**src/rtl/fpga_test_pkg.sv**
```systemverilog
// fpga_test_pkg: shared frame-state type, default sizes and saturating-increment helper.
// Used by fpga_xor_checksum (optional beat counter under XOR_CHK_COUNT_EN).
`default_nettype none

package fpga_test_pkg;

  localparam int DEF_WIDTH    = 8;
  localparam int DEF_CHANNELS = 2;
  localparam int DEF_CNT_W    = 16;

  typedef enum logic [0:0] {
    IDLE  = 1'b0,
    FRAME = 1'b1
  } frame_state_t;

  // Saturating increment for a counter of width w (1..32), carried in a 32-bit value.
  function automatic logic [31:0] sat_inc(input logic [31:0] val, input int unsigned w);
    logic [31:0] max_val;
    max_val = (w >= 32) ? 32'hFFFF_FFFF : ((32'd1 << w) - 32'd1);
    return (val >= max_val) ? max_val : (val + 32'd1);
  endfunction

endpackage

`default_nettype wire

```
**src/rtl/fpga_xor_checksum_xor_reduce.sv**
```systemverilog
// xor_reduce: combinational XOR of CHANNELS words of WIDTH bits packed into one bus.
// Channel k lives at bits [k*WIDTH +: WIDTH]; with one channel the word passes through.
`default_nettype none

module xor_reduce #(
  parameter int WIDTH    = 8,
  parameter int CHANNELS = 2
) (
  input  logic [CHANNELS*WIDTH-1:0] in_data,
  output logic [WIDTH-1:0]          beat_xor
);

  always_comb begin
    beat_xor = '0;
    for (int k = 0; k < CHANNELS; k++) begin
      beat_xor = beat_xor ^ in_data[k*WIDTH +: WIDTH];
    end
  end

endmodule

`default_nettype wire

```
**src/rtl/fpga_xor_checksum.sv**
```systemverilog
// fpga_xor_checksum: registered per-beat XOR fold plus running frame checksum, valid/ready on both sides.
// Define XOR_CHK_COUNT_EN to add the saturating frame beat counter and the out_beats port.
`default_nettype none

module fpga_xor_checksum
  import fpga_test_pkg::*;
#(
  parameter int WIDTH    = DEF_WIDTH,
  parameter int CHANNELS = DEF_CHANNELS,
  parameter int CNT_W    = DEF_CNT_W
) (
  input  logic                      clk,
  input  logic                      rst,
  input  logic [CHANNELS*WIDTH-1:0] in_data,
  input  logic                      in_valid,
  input  logic                      in_last,
  output logic                      in_ready,
  output logic                      out_valid,
  input  logic                      out_ready,
  output logic [WIDTH-1:0]          out_data,
  output logic                      out_last,
  output logic [WIDTH-1:0]          out_chk
`ifdef XOR_CHK_COUNT_EN
  ,
  output logic [CNT_W-1:0]          out_beats
`endif
);

  frame_state_t     state, state_nxt;
  logic [WIDTH-1:0] beat_xor;
  logic [WIDTH-1:0] acc;
  logic [WIDTH-1:0] chk_nxt;
  logic             accept;

  xor_reduce #(
    .WIDTH   (WIDTH),
    .CHANNELS(CHANNELS)
  ) u_xor_reduce (
    .in_data (in_data),
    .beat_xor(beat_xor)
  );

  // The output register can take a new beat whenever it is empty or being drained.
  assign in_ready = !out_valid || out_ready;
  assign accept   = in_valid && in_ready;

  always_comb begin
    state_nxt = state;
    chk_nxt   = ((state == IDLE) ? '0 : acc) ^ beat_xor;
    case (state)
      IDLE:    if (accept && !in_last) state_nxt = FRAME;
      FRAME:   if (accept && in_last)  state_nxt = IDLE;
      default: state_nxt = IDLE;
    endcase
  end

  always_ff @(posedge clk) begin
    if (rst) begin
      state     <= IDLE;
      acc       <= '0;
      out_valid <= 1'b0;
      out_data  <= '0;
      out_last  <= 1'b0;
      out_chk   <= '0;
    end else begin
      state <= state_nxt;
      if (accept) begin
        acc       <= chk_nxt;
        out_valid <= 1'b1;
        out_data  <= beat_xor;
        out_last  <= in_last;
        out_chk   <= chk_nxt;
      end else if (out_ready) begin
        out_valid <= 1'b0;
      end
    end
  end

`ifdef XOR_CHK_COUNT_EN
  logic [CNT_W-1:0] cnt;
  logic [CNT_W-1:0] cnt_nxt;

  always_comb begin
    cnt_nxt = (state == IDLE) ? CNT_W'(1) : CNT_W'(sat_inc(32'(cnt), CNT_W));
  end

  always_ff @(posedge clk) begin
    if (rst) begin
      cnt       <= '0;
      out_beats <= '0;
    end else if (accept) begin
      cnt       <= cnt_nxt;
      out_beats <= cnt_nxt;
    end
  end
`endif

endmodule

`default_nettype wire

```
**config.mk**
```make
export PLATFORM = sky130hd
export DESIGN_NAME = fpga_xor_checksum
export DESIGN_NICKNAME = d
export VERILOG_FILES = /design/src/rtl/fpga_test_pkg.sv /design/src/rtl/fpga_xor_checksum_xor_reduce.sv /design/src/rtl/fpga_xor_checksum.sv
export SDC_FILE = /design/constraint.sdc
export NUM_CORES = 1
export LEC_CHECK = 0
export CORE_MARGIN = 5
export CORE_UTILIZATION = 46
export CTS_CLUSTER_SIZE = 14
export DETAILED_ROUTE_END_ITERATION = 12
export GPL_TIMING_DRIVEN = 0
export HOLD_SLACK_MARGIN = 0.06
export PLACE_DENSITY = 0.84
export SETUP_SLACK_MARGIN = 0.5
export SYNTH_ARGS = -nofsm -noshare
export SYNTH_HDL_FRONTEND = slang
export SYNTH_SLANG_ARGS = --single-unit
```
**constraint.sdc**
```tcl
create_clock -name clk -period 1.6 [get_ports clk]
set_input_delay 0.24 -clock clk [delete_from_list [all_inputs] [get_ports clk]]
set_output_delay 0.24 -clock clk [all_outputs]
set_load 0.02 [all_outputs]
```
**After elaboration in Yosys (flattened, before gate mapping)**

Index checks and enable logic that the tools add are counted.

- Bits of input ports: 21
- Memory bits (read-only): 0
- Bits in latches: 0
- Memories kept: 0
- Register bits: 19
- Bits in writable memories: 0

- Div/mod/pow operators: 0
- Multiply operators: 0
- Reduce and logical (&&, ||, !) cells: 7
- Add/subtract/negate cells: 0
- Shift operators: 0
- Magnitude comparators: 0
- Muxes and demuxes: 6
- Eq/ne operators: 0
- Bitwise gates (word level): 3

Operators with widths:

| kind | count |
|---|---|
| $xor 8x8->8 | 2 |
| $mux 8 | 1 |
| $mux 1 | 4 |
| $logic_and 1x1->1 | 3 |
| $logic_not 1->1 | 2 |
| $pmux 1 s2 | 1 |
| $reduce_bool 2->1 | 1 |
| $logic_or 1x1->1 | 1 |
| $not 1->1 | 1 |

**Longest topological paths before layout**

Gate-level depths: netlist of run 1.

- Depth after elaboration: 6
- Gate-level depth with buffers: 5

**Hierarchy**

A second synthesis of run 1 with hierarchy kept.

- Cell total of the unflattened synthesis: 110
- Area, all modules: 1012.2 um^2

Modules (own cells, without submodules):

| module | cells an instance | times used | area an instance (um^2) |
|---|---|---|---|
| fpga_xor_checksum | 102 | 1 | 942.2 |
| xor_reduce | 8 | 1 | 70.1 |

**Least setup slack after synthesis of run 1**

No wires, ideal clock.

- Path kind: register -> register
- Start: reg out_valid
- End: reg acc[1]
- Data required time: 1505 ps
- Period minus slack after synthesis: 1281 ps
- Path buffers: 1
- Arrival time: 1186 ps
- Cell stages (with the launch flop): 6
- Slack: 319 ps
- Cell sequence: dfxtp_1 -> nor2b_4 -> inv_4 -> buf_6 -> a211o_1 -> o311ai_1

- Cells in the longest elaborated chain, start to end: 3

Ends and longest elaborated chain:

| item | RTL line | source |
|---|---|---|
| from (decl) | fpga_xor_checksum.sv:18 | `output logic out_valid,` |
| from (signal assigned) | fpga_xor_checksum.sv:61 | `out_valid <= 1'b0;` |
| from (signal assigned) | fpga_xor_checksum.sv:69 | `out_valid <= 1'b1;` |
| from (signal assigned) | fpga_xor_checksum.sv:74 | `out_valid <= 1'b0;` |
| $logic_not 1->1 | fpga_xor_checksum.sv:44 | `assign in_ready = !out_valid \|\| out_ready;` |
| $logic_or 1x1->1 | fpga_xor_checksum.sv:44 |  |
| $logic_and 1x1->1 | fpga_xor_checksum.sv:45 | `assign accept = in_valid && in_ready;` |
| to (signal assigned) | fpga_xor_checksum.sv:68 | `acc <= chk_nxt;` |
| to (decl) | fpga_xor_checksum.sv:31 | `logic [WIDTH-1:0] acc;` |

Every way passes these cells.
A chain may end at the register's enable or synchronous reset.

**Worst setup path after layout of run 1**

- Start: reg out_valid
- End: reg acc[0]

Same word-level chain as after synthesis.

==> results.toml, run 1 <==
[clock_tree]
ctsHoldBuffers = 0
cts.sinks = 19
clock_path_buffers = 2
cts_tree = "yes"
root_buffer = "clkbuf_4"
clk_latency_ns = 0.31
cts_buffers = 3
clkSlewWorstSetupHoldPaths_ns = 0.13
cts.htree.levels = 1

[worst_hold_path]
worstHoldPathCells = 3
min_path_type = "in -> reg"

[pwr]
swShare_pct = 35.08
switchingPower_uw = 446.0
seq_power_share_pct = 44.9
clkPwrFrac_pct = 20.5
p_comb_share_pct = 34.6
p_leak_nw = 0.5978
finalPower_mw = 1.271
peakVddDrop_mv = 0.6218
p_int_uw = 825.3
p_per_area_nw_per_um2 = 796.9

[floorplan]
die_h_microns = 56.94
die_w_microns = 56.94
die-area_sq_um = 3242
rows = 17
initial_core_util_pct = 47.18
core_sq_um = 2148
boundaryPins = 40

[grt]
grt_remaining_overflow = 0
grtUsageTotal_pct = 18.42
grt_pass1_vias = 1142
grt_pass1_wl_mm = 4.899
grt_max_degree = 12
antenna_found_initial = 0

[timing]
period_minus_slack_ns = 1.403
clock.fmax_ghz = 0.7128
slew_headroom_pct = 61.18
min_period_over_period_pct = 87.68
setup_violations = 0
hold_viol_final = 0
tightest_slew_ns = 0.5817
rsz0062_at_grt = "yes"
report.final.slew_viol_count = 0
tns_ns = 0
fin_worst_skew_ns = 0.01351
worst_slack_ns = 0.1971

[setup_path]
cp_max_fo = 10
cp.required_ns = 1.80
critical_path_class = "reg -> reg"
cp.arrival_ns = 1.60
reg2regPathDepth = 6
ff2ff_setup_slack_ns = 0.20
critPathLaunchType = "register"
crit_path_end_kind = "register"

[yosys]
synth_top_cell_area_share_pct = 37.53
synth_area_leader_cell = "dfxtp_1"
avgSynthCellArea_sq_um = 9.130
synth_cells = 111
yosysWarnings = 0
synth_seq_area_share_pct = 37.53
synth_area_sq_um = 1013
synth.area.top_cells = "dfxtp_1 38%, a211o_1 6.9%, nand4b_1 6.9%, o311ai_1 6.9%, xnor2_1 6.9%"
syn-num-nets = 132
ys_types = 19
ys_seq_elements = 19

[drt]
num_vias = 1130
ant_nets = 0
firstDrtPassIters = 5
drc_errors = 0
wl_mm = 3.329
dr.first_iter.drc_count = 29
via_per_inst = 6.108
avgRoutedWirePerCell_microns = 17.99

[final_layout]
area.growth.synth_to_final_pct = 57.41
num_antenna_cells = 0
fin_nets = 179
final_cell_area_sq_um = 1595
drive_above_1_share_pct = 42.04
final_util_pct = 74.26

[run]
cap_violations = 0

[outcome]
outcome = "finished clean"

[place]
dpl_worst_slack_ns = -0.3787
placement.cell_area_sq_um = 1423
dp_hpwl_mm = 2.026
globalplace.congestion = 0.7631
portBuffers = 37
## flip-flops by register name (all words and copies together), names as in the netlist, named ones only
signal     cells
acc            8
out_data       8
out_last       1
out_valid      1
## synth_stat cells (all sizes together)
master / number
nand4b: 8
a31oi: 8
a211o: 8
o311ai: 8
a21oi: 11
xnor2: 8
clkbuf: 1
o21ai: 1
nor2b: 9
a211oi: 9
inv: 10
nand3: 1
nor2: 1
buf: 9
dfxtp: 19
## metrics by stage
stage,instances,hold WS [ns]
6_report,185,0.3139
5_1_grt,185,0.3368
4_1_cts,182,0.2824
3_5_place_dp,176,0.4823
3_3_place_gp,176,0.4598
2_1_floorplan,111,0.3366
## cells by family after synthesis
group,Yosys count,synth area share (%)
simple gates,19,14.32
buf+inv,20,9.876
flops,19,37.53
xor+xnor,8,6.914
compound gates,45,31.36
## per-layer routing
layer  vias to the layer above  global-route usage (%)  wire length, microns
met4                         0                   5.629                    86
met5                         -                       0                     0
met3                        10                   6.335                   252
met1                       541                   19.61                  1307
met2                        62                   33.93                  1683
li1                        517                       -                     -
## cell type report
class                   instances  area (sq um)
flip-flops and latches         19         397.9
fillers                       156         553.0
well taps                      28         35.03
repair buffers                 42         374.1
multi-input cells              72         649.4
plain buffers                  10         71.32
clock buffers                   3         22.52
inverters                      10         40.04
clock inverters                 1         5.005
## critical path, cell delays in order, from the launching register on
cell	delay (ns)
dfxtp_4	0.36
nor2b_4	0.19
inv_4	0.06
buf_4	0.18
buf_8	0.15
a211o_1	0.26
o311ai_1	0.08
## final timing paths
path	startpoint	to
worst max-delay path	out_valid	acc[0]
worst min-delay path	in_valid	out_valid
worst max register to register	out_valid	acc[0]
worst min register to register	out_last	out_last
## power by group through the flow
stage                     logic (mW)  registers [mW]  clock network (mW)
after global routing           0.469           0.577               0.275
after CTS                      0.382           0.559               0.255
final                          0.440           0.571               0.260
after global placement         0.390           0.565                   0
after floorplan                0.167           0.618                   0
after detailed placement       0.401           0.567                   0
## layout by cell type (no fill, tap or decap), drive strengths merged
| master | netlist | layout |
|---|---|---|
| buf | 9 | 31 |
| dfxtp | 19 | 19 |
| clkdlybuf4s50 | 0 | 17 |
| a21oi | 11 | 11 |
| inv | 10 | 10 |
| nor2b | 9 | 9 |
| a211oi | 9 | 9 |
| xnor2 | 8 | 8 |
| a31oi | 8 | 8 |
| a211o | 8 | 8 |
| nand4b | 8 | 8 |
| o311ai | 8 | 8 |
| clkbuf | 1 | 5 |
| dlygate4sd2 | 0 | 2 |
| nor2 | 1 | 1 |
| nand3 | 1 | 1 |
| o21ai | 1 | 1 |
| clkinv | 0 | 1 |
## timing repair
item / in CTS / in global routing
gates resized for setup: 91 / 34
pin swaps: 1 / 16
cloned: 0 / 1
endpoints found under the setup margin: 36 / 35
setup buffers: 2 / 2
(Power assumes the default switching activity.)
==> run 2, diff against run 1 <==
--- a/config.mk
+++ b/config.mk
@@ -7,6 +7,7 @@
 export LEC_CHECK = 0
 export CORE_MARGIN = 5
 export CORE_UTILIZATION = 46
+export CTS_CLUSTER_DIAMETER = 150
 export CTS_CLUSTER_SIZE = 14
 export DETAILED_ROUTE_END_ITERATION = 12
 export GPL_TIMING_DRIVEN = 0
@@ -16,3 +17,4 @@
 export SYNTH_ARGS = -nofsm -noshare
 export SYNTH_HDL_FRONTEND = slang
 export SYNTH_SLANG_ARGS = --single-unit
+export TNS_END_PERCENT = 30
==> run 2 against run 1 <==
  * Via count shrank 4.2%
  * Core utilization shrank 7.0 points
  * Maximum frequency grew 3.1%
  * Register-to-register slack gained 0.05 ns
  * Clock-buffer cell count is the same
  * Clock skew shrank 0.0058 ns
  * Non-clock buffer count shrank 3
  * Clock power shrank 4%
  * Cell area shrank 9.5%
  * Combinational power shrank 13%
  * Highest routed layer unchanged
==> results.toml, run 2 (synthesis gave the netlist of run 1 again) <==
[setup_path]
cp.arrival_ns = 1.12
critical_path_class = "reg -> out"
path_delay_family = "flip-flops"
cpPeakStageDelay_ns = 0.36
slowest_stage = "dfxtp_4"
worstReg2RegStart = "out_valid"
cp.required_ns = 1.36
crit_start = "out_valid"
crit_chain = "nor2b_4 -> inv_4 -> buf_8 -> buf_6"
crit_path_end_kind = "output pin"
cp_max_fo = 3
cp_num_buf_inv = 3
critPathLaunchType = "register"

[final_layout]
multi_input_area_sq_um = 540.5
fin_nets = 176
drive_above_1_share_pct = 20.78
layout.cells.non_filler = 182
final-seq-area_sq_um = 385.4
final_cell_mix = "17 x dfxtp_1, 17 x clkdlybuf4s50_1, 10 x dlygate4sd2_1"
nFillCells = 178
area.growth.synth_to_final_pct = 42.47
reg_top3 = "acc (8), out_data (8)"
num_antenna_cells = 0

[pwr]
switchingPower_uw = 398.4
peakVddDrop_mv = 0.6293
finalPower_mw = 1.191
p_leak_nw = 0.5684
p_int_uw = 792.7
p_comb_share_pct = 32.1
swShare_pct = 33.44
seq_power_share_pct = 47.0
p_per_area_nw_per_um2 = 824.9
clkPwrFrac_pct = 21.0

[timing]
period_minus_slack_ns = 1.361
fin_worst_skew_ns = 0.007725
report.final.slew_viol_count = 0
whs_ns = 0.2943
clock.fmax_ghz = 0.7350
hold_viol_final = 0
slew_headroom_pct = 69.61
min_period_over_period_pct = 85.03
rsz0062_at_grt = "yes"
tightest_slew_ns = 0.4553
setup_violations = 0
tns_ns = 0

[grt]
globalRouteMet3Util_pct = 6.335
grtUsageMet2_pct = 34.42
top_usage_layer = "met2"
met1_usage_pct = 19.34
grtUsageTotal_pct = 18.38
grt_pass1_vias = 1125
grt_remaining_overflow = 0
grt_max_degree = 12
antenna_found_initial = 0
grt_pass1_wl_mm = 4.885

[clock_tree]
ctsHoldBuffers = 0
clk_latency_ns = 0.30
cts.sinks = 19
cts_tree = "yes"
clkSlewWorstSetupHoldPaths_ns = 0.12
cts_buffers = 3
cts.htree.levels = 1
root_buffer = "clkbuf_4"
clock_path_buffers = 2

[floorplan]
die_w_microns = 56.94
boundaryPins = 40
die_h_microns = 56.94
core_sq_um = 2148
rows = 17
initial_core_util_pct = 47.18
die-area_sq_um = 3242

[worst_hold_path]
min_path_type = "in -> reg"
hold_start = "in_valid"

[drt]
ant_nets = 0
via_per_inst = 5.945
drc_errors = 0
wl_mm = 2.921
avgRoutedWirePerCell_microns = 16.05
num_vias = 1082
dr.first_iter.drc_count = 27
firstDrtPassIters = 4

[outcome]
outcome = "finished clean"

[place]
globalplace.congestion = 0.7631
dpl.cell_count = 176
dp_hpwl_mm = 2.026
portBuffers = 37

[run]
cap_violations = 0
==> run 2: cell types whose count changed in the layout (fill, tap and decap cells not counted), sizes merged <==
cell,delta
buf,-10
dlygate4sd2,+8
clkbuf,-1
==> run 2: tightest hold or removal path: cells and delay by family <==
family / cells / cell delay [ns]
buffers and inverters: 2 / 0.25
AO/OA/AOI/OAI: 1 / 0.07
==> run 2: layer usage <==
metal  wire, microns  vias to the layer above
met3             226                        6
met1            1131                      520
met2            1517                       46
met4              46                        0
met5               0                        -
li1                -                      510
==> run 2: final timing paths <==
path,to,slack [ns],cells after the start
setup / recovery,in_ready,0.24,4
hold / removal,out_valid,0.29,3
setup reg to reg,acc[1],0.25,6
hold reg to reg,out_last,0.49,2
==> run 2: cell type report <==
class,count,share of cell area (%)
multi-input combinational,72,37.44
sequential,19,26.69
timing repair buffer,39,23.83
buffer,10,4.939
inverter,10,2.773
tap,28,2.426
clock buffer,3,1.560
clock inverter,1,0.3466
==> run 2: timing repair <==
action                     CTS  global route
setup endpoints to repair   36            37
resized for setup           61             3
pin swaps                    0             0
buffers inserted             2             0
==> run 2: power groups by stage <==
| stage | sequential (mW) | combinational (mW) | clock (mW) |
|---|---|---|---|
| after floorplan | 0.618 | 0.167 | 0 |
| after global placement | 0.565 | 0.390 | 0 |
| after detailed placement | 0.567 | 0.401 | 0 |
| after CTS | 0.557 | 0.380 | 0.255 |
| after global routing | 0.565 | 0.412 | 0.267 |
| final | 0.559 | 0.382 | 0.250 |
==> run 2: per-stage QoR <==
stage / instance area [sq um] / utilization [%] / worst slack (ns)
4_1_cts: 1433 / 66.69 / 0.2346
3_5_place_dp: 1423 / 66.22 / -0.3787
5_1_grt: 1444 / 67.21 / 0.2047
2_1_floorplan: 1017 / - / 0.4533
6_report: 1444 / 67.21 / 0.2395
3_3_place_gp: 1423 / 66.22 / -0.3751
==> run 3, diff against run 2 <==
--- a/config.mk
+++ b/config.mk
@@ -7,12 +7,13 @@
 export LEC_CHECK = 0
 export CORE_MARGIN = 5
 export CORE_UTILIZATION = 46
-export CTS_CLUSTER_DIAMETER = 150
+export CTS_CLUSTER_DIAMETER = 60
 export CTS_CLUSTER_SIZE = 14
 export DETAILED_ROUTE_END_ITERATION = 12
 export GPL_TIMING_DRIVEN = 0
 export HOLD_SLACK_MARGIN = 0.06
 export PLACE_DENSITY = 0.84
+export REMOVE_ABC_BUFFERS = 1
 export SETUP_SLACK_MARGIN = 0.5
 export SYNTH_ARGS = -nofsm -noshare
 export SYNTH_HDL_FRONTEND = slang
==> run 3 against run 2 <==
  * Global-route usage down 1.0 points
  * Routed wire length decreased by 5.6%
  * Combinational power is 2% lower
  * Critical endpoint unchanged
  * Largest cell class unchanged
  * Non-clock buffer count is 6 lower
==> results.toml, run 3 (synthesis gave the netlist of run 1 again) <==
[outcome]
outcome = "finished clean"

[final_layout]
fin_nets = 171
final_common_cell = "clkdlybuf4s50_1"
nFillCells = 175
final_cell_area_sq_um = 1448
drive_above_1_share_pct = 16.11
reg_top3 = "acc (8), out_data (8)"
area.growth.synth_to_final_pct = 42.84
num_antenna_cells = 0
final_cell_mix = "17 x clkdlybuf4s50_1, 14 x dfxtp_1, 11 x a21oi_1, 11 x dlygate4sd2_1"
layout.cells.non_filler = 177

[setup_path]
ff2ff_setup_slack_ns = 0.36
cp.arrival_ns = 1.03
critPathLaunchType = "register"
critical_path_class = "reg -> out"
cpPeakStageDelay_ns = 0.34
cp_num_buf_inv = 2
cp_max_fo = 3
path_delay_family = "flip-flops"
crit_path_end_kind = "output pin"
cp.required_ns = 1.36
slowest_stage = "dfxtp_2"
crit_chain = "nor2b_4 -> inv_8 -> buf_6"

[place]
portBuffers = 39
dp_hpwl_mm = 1.722
dpl.cell_count = 168
globalplace.congestion = 0.6815
placement.cell_area_sq_um = 1379

[clock_tree]
cts.htree.levels = 1
cts_buffers = 3
root_buffer = "clkbuf_4"
clock_path_buffers = 2
cts_tree = "yes"
ctsHoldBuffers = 0
clkSlewWorstSetupHoldPaths_ns = 0.10
clk_latency_ns = 0.30
cts.sinks = 19

[drt]
avgRoutedWirePerCell_microns = 15.58
num_vias = 1032
firstDrtPassIters = 4
wl_mm = 2.758
ant_nets = 0
drc_errors = 0
dr.first_iter.drc_count = 23
via_per_inst = 5.831

[timing]
hold_viol_final = 0
slew_headroom_pct = 59.21
report.final.slew_viol_count = 0
tightest_slew_ns = 0.6118
clock.fmax_ghz = 0.7887
min_period_over_period_pct = 79.24
whs_ns = 0.4562
tns_ns = 0
rsz0062_at_grt = "yes"
period_minus_slack_ns = 1.268
setup_violations = 0
fin_worst_skew_ns = 0.0006627

[pwr]
p_int_uw = 797.1
seq_power_share_pct = 47.8
finalPower_mw = 1.180
swShare_pct = 32.46
p_leak_nw = 0.5471
clkPwrFrac_pct = 20.4
p_comb_share_pct = 31.8
peakVddDrop_mv = 0.4403
switchingPower_uw = 383.1
p_per_area_nw_per_um2 = 815.3

[grt]
grtUsageTotal_pct = 17.36
grt_max_degree = 36
grt_pass1_wl_mm = 4.478
antenna_found_initial = 0
grt_remaining_overflow = 0
grt_pass1_vias = 995

[floorplan]
core_sq_um = 2148
die_w_microns = 56.94
initial_core_util_pct = 47.18
die-area_sq_um = 3242
boundaryPins = 40
die_h_microns = 56.94
rows = 17

[run]
cap_violations = 0

[worst_hold_path]
min_path_type = "in -> reg"
[run 3: cell types whose count changed in the layout (fill, tap and decap cells not counted), sizes merged]
cell | before | now
clkinv | 1 | 0
dlygate4sd2 | 10 | 11
clkdlybuf4s15 | 0 | 6
buf | 21 | 9
inv | 10 | 11
[run 3: worst paths after layout]
check                     end  depth (start not counted)  startpoint
setup / recovery     in_ready                          3   out_valid
hold / removal       out_last                          3    in_valid
setup reg to reg  out_data[4]                          5   out_valid
hold reg to reg      out_last                          2    out_last
[run 3: stage by stage]
step	utilization [%]	setup slack [ns]
detailed placement	64.18	-0.6689
global route	67.38	0.2894
floorplan	-	0.3674
CTS	66.69	0.3383
finish	67.38	0.3321
global placement	64.18	-0.6168
[run 3: what timing repair did]
item	CTS	global route
gates resized for setup	47	15
buffers inserted	3	1
endpoints found under the hold margin	0	0
pin swaps	2	0
cloned	1	0
setup endpoints to repair	38	37
[run 3: per-layer routing]
layer  GRT usage [%]  vias up  wire length (microns)
li1                -      495                      -
met1           20.06      489                   1157
met2           29.53       43                   1342
met3           4.072        5                    202
met4           9.272        0                     56
met5               0        -                      0
[run 3: worst min-delay path, cell delays in order]
cell and delay, ns:
buf_2 0.25, nand3_1 0.16, a21oi_1 0.06
[run 3: power by group through the flow]
| stage | combinational, mW | sequential, mW | clock (mW) |
|---|---|---|---|
| after floorplan | 0.137 | 0.622 | 0 |
| after global placement | 0.369 | 0.570 | 0 |
| after detailed placement | 0.385 | 0.572 | 0 |
| after CTS | 0.370 | 0.560 | 0.252 |
| after global routing | 0.405 | 0.572 | 0.270 |
| final | 0.375 | 0.564 | 0.241 |
[run 3: final cells by class]
class / instances / area [sq um] / share of cell area [%]
repair buffers: 43 / 401.6 / 27.74
multi-input cells: 72 / 544.3 / 37.60
inverters: 10 / 45.04 / 3.111
well taps: 28 / 35.03 / 2.420
clock buffers: 4 / 26.28 / 1.815
repair inverters: 1 / 8.758 / 0.6050
flip-flops and latches: 19 / 386.6 / 26.71
